`config.mk`:
```
export PLATFORM = sky130hd
export DESIGN_NAME = datapath_sequencer
export DESIGN_NICKNAME = d
export VERILOG_FILES = /design/src/rtl/datapath_pkg.sv /design/src/rtl/seq_ptr_unit.sv /design/src/rtl/datapath_sequencer.sv
export SDC_FILE = /design/constraint.sdc
export NUM_CORES = 1
export LEC_CHECK = 0
export ABC_AREA = 1
export CAP_MARGIN = 20
export CORE_MARGIN = 1
export CORE_UTILIZATION = 42
export CTS_CLUSTER_DIAMETER = 50
export DETAILED_ROUTE_END_ITERATION = 7
export PLACE_DENSITY = 0.75
export SLEW_MARGIN = 30
export SYNTH_ARGS = -nofsm -noshare
export SYNTH_HDL_FRONTEND = slang
export SYNTH_SLANG_ARGS = --single-unit
```
`constraint.sdc`:
```
create_clock -name clk -period 1.2 [get_ports clk]
set_input_delay 0.24 -clock clk [delete_from_list [all_inputs] [get_ports clk]]
set_output_delay 0.24 -clock clk [all_outputs]
set_load 0.01 [all_outputs]
```
`src/rtl/datapath_pkg.sv`:
```
// Shared types and encodings for the datapath sequencer: FSM states, command modes, ALU ops.
package datapath_pkg;

    typedef enum logic [2:0] {
        S_IDLE    = 3'd0,
        S_STEP    = 3'd1,
        S_WR_RAND = 3'd2,
        S_READ    = 3'd3,
        S_WR_ALU  = 3'd4,
        S_SHOW    = 3'd5,
        S_DONE    = 3'd6,
        S_ERR     = 3'd7
    } seq_state_t;

    localparam logic MODE_LOAD    = 1'b0;
    localparam logic MODE_COMPUTE = 1'b1;

    localparam logic [1:0] ALU_ADD = 2'd0;
    localparam logic [1:0] ALU_SUB = 2'd1;
    localparam logic [1:0] ALU_AND = 2'd2;
    localparam logic [1:0] ALU_OR  = 2'd3;

endpackage

```
`src/rtl/seq_ptr_unit.sv`:
```
// Write pointer, saturating fill count and the mod-NUM_REGS "recent register" addresses.
module seq_ptr_unit #(
    parameter int ADDR_W   = 5,
    parameter int NUM_REGS = 32
) (
    input  logic              clk,
    input  logic              rst,
    input  logic              inc,
    output logic [ADDR_W-1:0] wr_ptr,
    output logic [ADDR_W:0]   fill_cnt,
    output logic [ADDR_W-1:0] ptr_m1,
    output logic [ADDR_W-1:0] ptr_m2
);

    localparam int unsigned NR = NUM_REGS;
    localparam logic [ADDR_W-1:0] PTR_LAST = ADDR_W'(NUM_REGS - 1);
    localparam logic [ADDR_W:0]   FILL_MAX = (ADDR_W + 1)'(NUM_REGS);

    // Explicit wrap so non-power-of-two register counts still index correctly.
    function automatic logic [ADDR_W-1:0] ptr_back(input logic [ADDR_W-1:0] p, input int unsigned k);
        int unsigned pv;
        pv = 32'(p);
        return (pv >= k) ? ADDR_W'(pv - k) : ADDR_W'(pv + NR - k);
    endfunction

    assign ptr_m1 = ptr_back(wr_ptr, 1);
    assign ptr_m2 = ptr_back(wr_ptr, 2);

    always_ff @(posedge clk) begin
        if (rst) begin
            wr_ptr   <= '0;
            fill_cnt <= '0;
        end else if (inc) begin
            wr_ptr <= (wr_ptr == PTR_LAST) ? '0 : wr_ptr + 1'b1;
            if (fill_cnt != FILL_MAX)
                fill_cnt <= fill_cnt + 1'b1;
        end
    end

endmodule

```
`src/rtl/datapath_sequencer.sv`:
```
// Sequences LOAD (LFSR -> reg) and COMPUTE (ALU -> reg) commands, then shows the written register.
// Optional SEQ_AUTO_EN adds a periodic internal start (LOAD, LOAD, COMPUTE, ...).
//
// state   | meaning
// IDLE    | waiting for start; display source held
// STEP    | advance LFSR
// WR_RAND | write LFSR value to wr_ptr
// READ    | present rs1/rs2/op, let ALU settle
// WR_ALU  | write ALU result to wr_ptr
// SHOW    | display just-written register for DISP_CYCLES
// DONE    | done pulse
// ERR     | COMPUTE rejected (fewer than 2 valid registers)
module datapath_sequencer #(
    parameter int ADDR_W      = 5,
    parameter int NUM_REGS    = 32,
    parameter int DISP_CYCLES = 4,
    parameter int AUTO_PERIOD = 1000
) (
    input  logic              clk,
    input  logic              rst,
    input  logic              start,
    input  logic              mode,
    input  logic [1:0]        op_sel,
    output logic              mux_sel,
    output logic              we_reg,
    output logic              we_lfsr,
    output logic [ADDR_W-1:0] addr_rd,
    output logic [ADDR_W-1:0] addr_rs1,
    output logic [ADDR_W-1:0] addr_rs2,
    output logic [1:0]        alu_ctrl,
    output logic              disp_en,
    output logic              busy,
    output logic              done,
    output logic              err,
    output logic [ADDR_W-1:0] wr_ptr,
    output logic [ADDR_W:0]   fill_cnt
);
    import datapath_pkg::*;

    localparam int CNT_W = (DISP_CYCLES > 1) ? $clog2(DISP_CYCLES) : 1;

    seq_state_t        state_q, state_d;
    logic              mode_q;
    logic [1:0]        op_q;
    logic [CNT_W-1:0]  show_cnt_q;
    logic [ADDR_W-1:0] rs2_hold_q;
    logic [ADDR_W-1:0] ptr_m1, ptr_m2;
    logic              ptr_inc;
    logic              cmd_start, cmd_mode;
    logic [1:0]        cmd_op;

`ifdef SEQ_AUTO_EN
    localparam int AUTO_W = $clog2(AUTO_PERIOD);

    logic [AUTO_W-1:0] auto_cnt_q;
    logic [1:0]        auto_phase_q;
    logic [1:0]        auto_op_q;
    logic              auto_start;

    assign auto_start = (auto_cnt_q == '0) && (state_q == S_IDLE);
    assign cmd_start  = start | auto_start;
    assign cmd_mode   = start ? mode   : ((auto_phase_q == 2'd2) ? MODE_COMPUTE : MODE_LOAD);
    assign cmd_op     = start ? op_sel : auto_op_q;

    // External start wins a collision; the pattern only advances on an accepted internal start.
    always_ff @(posedge clk) begin
        if (rst) begin
            auto_cnt_q   <= AUTO_W'(AUTO_PERIOD - 1);
            auto_phase_q <= '0;
            auto_op_q    <= '0;
        end else begin
            auto_cnt_q <= (auto_cnt_q == '0) ? AUTO_W'(AUTO_PERIOD - 1) : auto_cnt_q - 1'b1;
            if (auto_start && !start) begin
                auto_phase_q <= (auto_phase_q == 2'd2) ? 2'd0 : auto_phase_q + 1'b1;
                if (auto_phase_q == 2'd2)
                    auto_op_q <= auto_op_q + 1'b1;
            end
        end
    end
`else
    assign cmd_start = start;
    assign cmd_mode  = mode;
    assign cmd_op    = op_sel;
`endif

    seq_ptr_unit #(.ADDR_W(ADDR_W), .NUM_REGS(NUM_REGS)) u_ptr (
        .clk      (clk),
        .rst      (rst),
        .inc      (ptr_inc),
        .wr_ptr   (wr_ptr),
        .fill_cnt (fill_cnt),
        .ptr_m1   (ptr_m1),
        .ptr_m2   (ptr_m2)
    );

    always_comb begin
        state_d = state_q;
        ptr_inc = 1'b0;
        unique case (state_q)
            S_IDLE: begin
                if (cmd_start) begin
                    if (cmd_mode == MODE_LOAD)
                        state_d = S_STEP;
                    else if (fill_cnt >= (ADDR_W + 1)'(2))
                        state_d = S_READ;
                    else
                        state_d = S_ERR;
                end
            end
            S_STEP:    state_d = S_WR_RAND;
            S_WR_RAND: begin state_d = S_SHOW; ptr_inc = 1'b1; end
            S_READ:    state_d = S_WR_ALU;
            S_WR_ALU:  begin state_d = S_SHOW; ptr_inc = 1'b1; end
            S_SHOW:    if (show_cnt_q == '0) state_d = S_DONE;
            S_DONE:    state_d = S_IDLE;
            S_ERR:     state_d = S_IDLE;
            default:   state_d = S_IDLE;
        endcase
    end

    always_ff @(posedge clk) begin
        if (rst) begin
            state_q    <= S_IDLE;
            mode_q     <= MODE_LOAD;
            op_q       <= '0;
            show_cnt_q <= '0;
            rs2_hold_q <= '0;
        end else begin
            state_q    <= state_d;
            rs2_hold_q <= addr_rs2;
            if (state_q == S_IDLE && cmd_start) begin
                mode_q <= cmd_mode;
                op_q   <= cmd_op;
            end
            if (state_d == S_SHOW && state_q != S_SHOW)
                show_cnt_q <= CNT_W'(DISP_CYCLES - 1);
            else if (state_q == S_SHOW)
                show_cnt_q <= show_cnt_q - 1'b1;
        end
    end

    // Strobes are masked by rst so a write caught mid-sequence never lands on the reset edge.
    always_comb begin
        mux_sel  = 1'b0;
        we_reg   = 1'b0;
        we_lfsr  = 1'b0;
        addr_rd  = '0;
        addr_rs1 = '0;
        addr_rs2 = rs2_hold_q;
        alu_ctrl = '0;
        disp_en  = 1'b0;
        busy     = (state_q != S_IDLE);
        done     = 1'b0;
        err      = 1'b0;
        unique case (state_q)
            S_STEP: we_lfsr = !rst;
            S_WR_RAND, S_WR_ALU: begin
                we_reg  = !rst;
                mux_sel = mode_q;
                addr_rd = wr_ptr;
                if (state_q == S_WR_ALU) begin
                    addr_rs1 = ptr_m2;
                    addr_rs2 = ptr_m1;
                    alu_ctrl = op_q;
                end
            end
            S_READ: begin
                addr_rs1 = ptr_m2;
                addr_rs2 = ptr_m1;
                alu_ctrl = op_q;
            end
            S_SHOW: begin
                disp_en  = 1'b1;
                addr_rs2 = ptr_m1;
            end
            S_DONE:  done = 1'b1;
            S_ERR:   err  = 1'b1;
            default: ;
        endcase
    end

endmodule

```
# ---- Word level (Yosys, flattened, before mapping)
# Cells that the tools add are included.
dict set report classes {
  add_sub_neg 8
  magnitude_cmp 3
  eq_ne 11
  muxes 24
  n_reduce_logical 11
}
# op n
set ops {}
lappend ops {{$mux 5} 6}
lappend ops {{$pmux 5 s2} 2}
lappend ops {{$pmux 3 s6} 1}
lappend ops {{$eq 3x3->1 const B} 5}
lappend ops {{$mux 3} 4}
lappend ops {{$add 5x1->5 const B} 2}
lappend ops {{$sub 5x1->5 const B} 2}
lappend ops {{$sub 5x2->5 const B} 2}
lappend ops {{$mux 1} 7}
lappend ops {{$add 6x1->6 const B} 1}
lappend ops {{$eq 3x2->1 const B} 2}
lappend ops {{$ge 6x2->1 const B} 1}
lappend ops {{$mux 2} 3}
lappend ops {{$ne 6x6->1 const B} 1}
lappend ops {{$reduce_or 2->1} 3}
lappend ops {{$eq 5x5->1 const B} 1}
lappend ops {{$ge 5x1->1 const B} 1}
lappend ops {{$ge 5x2->1 const B} 1}
lappend ops {{$pmux 2 s2} 1}
lappend ops {{$eq 3x1->1 const B} 1}
lappend ops {{$logic_not 3->1} 1}
lappend ops {{$ne 3x3->1 const B} 1}
lappend ops {{$reduce_bool 3->1} 1}
lappend ops {{$logic_and 1x1->1} 2}
lappend ops {{other kinds (5)} 5}
dict set report totals {
  reg_bits 24
  output_inout_bits 35
  elab_cells 64
}

# ---- Logic depth before layout (Yosys ltp)
dict set report depth {
  ltp_word 8
  depth_mapped 9
  depth_no_buf 9
}

# ---- Cells and area by module
# From an unflattened synthesis, not the netlist that was laid out.
dict set report unflattened {
  cells_unflattened 228
  hier_area_um2 1482.7
}
# module n_inst cells_each area_per_inst_um2 seq_area_each_um2
set modules_own_cells {}
lappend modules_own_cells {datapath_sequencer 1 135 797.0 260.2}
lappend modules_own_cells {seq_ptr_unit 1 93 685.7 220.2}

# ---- Worst setup path after synthesis
# Ideal clock, no wire load.
dict set report synth_timing {
  path_type {register to output}
  from {reg u_ptr.wr_ptr[2]}
  to {out addr_rs1[3]}
  arrival_ps 1316
  t_required_ps 960
  slack_ps -356
  stages_incl_launch_ff 5
  n_path_buf 0
  cell_sequence {dfxtp_1 > inv_1 > ha_1 > or2_2 > a21oi_1}
}
dict set report synth_via {
  elab_chain_len 5
  elab_cells_between_ends 7
  classes_between {add/sub: 3; order compare: 1; mux: 3}
}
# item line_no
set synth_rtl {}
lappend synth_rtl {{start: declaration} seq_ptr_unit.sv:9} ;# output logic [ADDR_W-1:0] wr_ptr,
lappend synth_rtl {{start signal: assignment} seq_ptr_unit.sv:34} ;# wr_ptr <= (wr_ptr == PTR_LAST) ? '0 : wr_ptr + 1'b1;
lappend synth_rtl {{$add 5x1->5} seq_ptr_unit.sv:23} ;# return (pv >= k) ? ADDR_W'(pv - k) : ADDR_W'(pv + NR - k);
lappend synth_rtl {{$sub 5x2->5} seq_ptr_unit.sv:23}
lappend synth_rtl {{$mux 5 *} seq_ptr_unit.sv:23}
lappend synth_rtl {{$mux 5} datapath_sequencer.sv:161} ;# if (state_q == S_WR_ALU) begin
lappend synth_rtl {{$pmux 5 s2 *} datapath_sequencer.sv:155} ;# unique case (state_q)
lappend synth_rtl {{end: declaration} datapath_sequencer.sv:28} ;# output logic [ADDR_W-1:0] addr_rs1,
# Every way passes the cells marked *; elsewhere a longest branch is shown, timed or not.

# ---- Worst setup path after layout
dict set report layout_timing {
  from {reg state_q[1]}
  to {out addr_rs2[1]}
}
dict set report layout_via {
  elab_chain_len 3
  elab_cells_between_ends 8
  classes_between {eq/ne: 4; mux: 2; reduce/logical: 2}
}
# item line_no
set layout_rtl {}
lappend layout_rtl {{start: declaration} datapath_sequencer.sv:42} ;# seq_state_t state_q, state_d;
lappend layout_rtl {{start signal: assignment} datapath_sequencer.sv:129} ;# state_q <= state_d;
lappend layout_rtl {{$eq 3x3->1 (tied with other cells)} {datapath_sequencer.sv:155, datapath_sequencer.sv:161}}
lappend layout_rtl {{$mux 5 or $reduce_or 2->1 (tied branches)} --}
lappend layout_rtl {{$pmux 5 s2 *} datapath_sequencer.sv:155}
lappend layout_rtl {{end: declaration} datapath_sequencer.sv:29} ;# output logic [ADDR_W-1:0] addr_rs2,
# Marks and branches as above.

==> run metrics <==
CP peak stage delay=440 ps; status=finished with violations; Synth warnings=0; initial DRC count=between 100 and 150; HP Class=input pin to register; P_sw=approximately 2800 µW; Hold Startpoint=rst; leakage=around 0.0012 µW; clock network fraction of design power=6.5%; Antenna Violating Nets Remaining=0; CTS buffer count=3; PwrDens=2190 mW/mm²; share of cells above drive strength 1=63.2%; required time of the critical path=approximately 960 ps; critical path class=register to output pin; Overflow after GRT=0; CTS Hold Buffers Added=0; Slew @ Worst Pin=294 ps; footprint of the multi-input gates=~0.0011 mm²; CP Max Fanout=5; Reg power frac=~22%; GPL Wtd Cong=between 0.8 and 0.9; largest net degree at the start of global routing=14; Worst Setup End Kind=output pin; Seq/Total Area, Yosys=between 30 and 40%; core area=around 0.0031 mm²; syn_nets=216; Final min period=between 1500 and 2000 ps; post-synthesis cell type count=24; hold path depth=2; drt first pass iters=4; Mean Syn Cell Area=6.95 µm²; dpl ws=-662 ps; setup violators final=50; ant diodes=0; Initial Util=between 40% and 50%; hold endpoint=rs2_hold_q[1]; Sw Share=~47%; final hold violation count=0; die area=~0.0035 mm²; clock latency on the worst-skew pair=approximately 330 ps; # rows=20; htree depth=1; failing checks=setup timing; Root Buffer=clkbuf_4; hold_ws=roughly 400 ps; area delta synth->final=94.6%; Combinational Power Share=71.4%; maxcap violations=0; total vias in the final route=~1800; CP Data Arrival Time=roughly 1600 ps; initial antenna violation count=0; Area contributors post-synth=dfxtp_1 35%, nand2_1 12%, ha_1 9.0%, a21oi_1 7.9%, nor2_1 7.8%; CTS tree=yes; DR WL/cell=~16 µm; startpoint types=register; Sequential Area=~520 µm²; global-route wire length before repair=~7.1 mm; critical path's top delay family=simple AND/OR/NAND/NOR gates; Seq cells post-synth=24; die width=59.5 µm; Filler Cell Count=165; Peak Freq=approximately 0.55 GHz; Longest Clk Path Bufs=2; Tcrit/Tclk final=151%; share of the synthesized area in the top cell type=about a third; routed vias/inst=around 5.2; vias in the first global route=between 1500 and 2000; Critical R2R Capture=rs2_hold_q[4]; worst reg2reg startpoint=state_q[1]; Mapped Area=0.00139 mm²; final WL=5.62 mm; area leader, netlist=dfxtp_1; DRC viols=0; Layout Nets=around 320; # clock sinks=24; Mapped Cells=200; Max-slew headroom=80.2%; Max Slew Vio Count=0; CP cell instances=nor2_4 > nand2_4 > nand2_8 > nor2_4 > nand2_2 > nand2_1 > buf_2; # IOs=between 40 and 50; unrepaired setup endpoints after global routing=true; flop-to-flop setup slack=-250 ps; Power Internal=between 3000 and 4000 µW; worst reg2reg path depth=8; Critical Path Most Common Cell=nor2_4; Detail Placement HPWL=around 2.8 mm; Slowest cell on crit path=dfxtp_4; Worst Skew=between 6 and 7 ps; I/O Buffers=40; buffer and inverter count on the worst path=1; Tot GR Track Use=26.9%; VDD IR max=around 1400 µV; post-route setup slack=-613 ps; clk slew on worst S/H paths=130 ps; die height=a little under 60 µm
==> power by group through the flow <==
stage / Clock (µW) / Combinational (µW) / Sequential [µW]
floorplan: 0 / 1630 / 1290
global placement: 0 / 3040 / 1230
detailed placement: 0 / 3110 / 1240
CTS: 384 / 3740 / 1270
global route: 419 / 4500 / 1320
finish: 384 / 4240 / 1310
==> cells in the mapped netlist <==
cell type	instances
or2_2	1
nand4_1	2
o21ai_0	9
inv_2	3
nand3_1	9
inv_4	1
buf_6	1
dfxtp_1	24
clkinv_2	1
nor2_2	1
xor2_1	7
a21oi_2	1
nand2_2	3
nand2_4	3
nor2_4	1
nor2_1	29
nor4_1	1
nand3_2	1
nand2_1	44
ha_1	10
clkbuf_1	2
a21oi_1	22
inv_1	21
nor3_1	3
==> worst max-delay path by stage <==
stage / to / cells after the start / slack (ps) / startpoint
5_1_grt: addr_rs2[1] / 7 / -650 / state_q[1]
3_5_place_dp: we_reg / 4 / -660 / rst
3_3_place_gp: we_reg / 4 / -660 / rst
4_1_cts: addr_rs2[2] / 8 / -480 / state_q[1]
6_report: addr_rs2[1] / 7 / -610 / state_q[1]
2_1_floorplan: addr_rs1[3] / 4 / -20 / u_ptr.wr_ptr[2]
==> placed cells by master (no fill, tap or decap), types with 4 or more instances in the layout <==
cell type         n
buf_4            40
buf_6            30
nand2_1          27
nand2_2          16
nor2_1           16
buf_2            15
inv_1            14
a21oi_1          13
nor2_4           11
dfxtp_1          10
a21oi_2           9
xor2_1            7
dfxtp_4           7
dfxtp_2           7
o21ai_2           6
ha_4              6
nand2_4           5
nand3_2           5
inv_2             4
nor2_2            4
nand3_1           4
ha_1              4
clkdlybuf4s50_1   4
clkbuf_2          4
==> through the flow <==
stage          std cells  instance area [µm²]  power, µW  setup TNS, ps  utilization, %
4_1_cts              336                 2570       5390         -10130            82.8
6_report             343                 2710       5930         -14960            87.2
3_5_place_dp         318                 2240       4340         -14570            72.1
5_1_grt              343                 2710       6250         -16860            87.2
2_1_floorplan        200                 1530       2920          -48.4               -
3_3_place_gp         318                 2240       4270         -14250            72.1
==> kinds of logic after synthesis <==
| group | Yosys count | share of synthesized area (%) |
|---|---|---|
| AO/OA/AOI/OAI | 32 | 11.8 |
| XOR/XNOR | 7 | 4.41 |
| buffers and inverters | 29 | 8.64 |
| flip-flops | 24 | 34.6 |
| AND/OR/NAND/NOR | 98 | 31.6 |
| adder cells (fa/ha/maj) | 10 | 9.00 |
==> worst reg2reg max path: stages, from the launching register on <==
cell     delay [ps]
dfxtp_4         440
nor2_4           60
nand2_4          90
nand2_8          80
nor2_4          230
nand2_2         100
buf_4           130
buf_4           120
a21oi_1         140
==> layout make-up <==
type | count | share of cell area, %
Multi-Input combinational cell | 147 | 42.0
Timing Repair Buffer | 97 | 30.4
Sequential cell | 24 | 19.1
Inverter | 26 | 5.23
Tap cell | 44 | 2.04
Clock buffer | 4 | 0.971
Timing Repair inverter | 1 | 0.324
==> timing repair <==
item | CTS | global route
resized for setup | 210 | 36
buffers inserted | 13 | 7
cloned | 1 | 0
hold endpoints to repair | 0 | 0
pin swaps | 25 | 17
setup endpoints to repair | 51 | 56
==> state kept, by name (all words and copies together), names as in the netlist <==
register,count
u_ptr.fill_cnt,6
rs2_hold_q,5
mode_q,1
op_q,2
u_ptr.wr_ptr,5
state_q,3
show_cnt_q,2
==> metal layers <==
metal / wire [µm] / GRT usage [%] / share of wire [%] / vias to the layer above
met3: 220 / 2.62 / 3.9 / 19
met1: 2340 / 31.3 / 42 / 847
li1: - / - / - / 839
met4: 148 / 10.3 / 2.6 / 0
met2: 2910 / 50.2 / 52 / 62
met5: 0 / 0 / 0 / -
(Power assumes the default switching activity.)
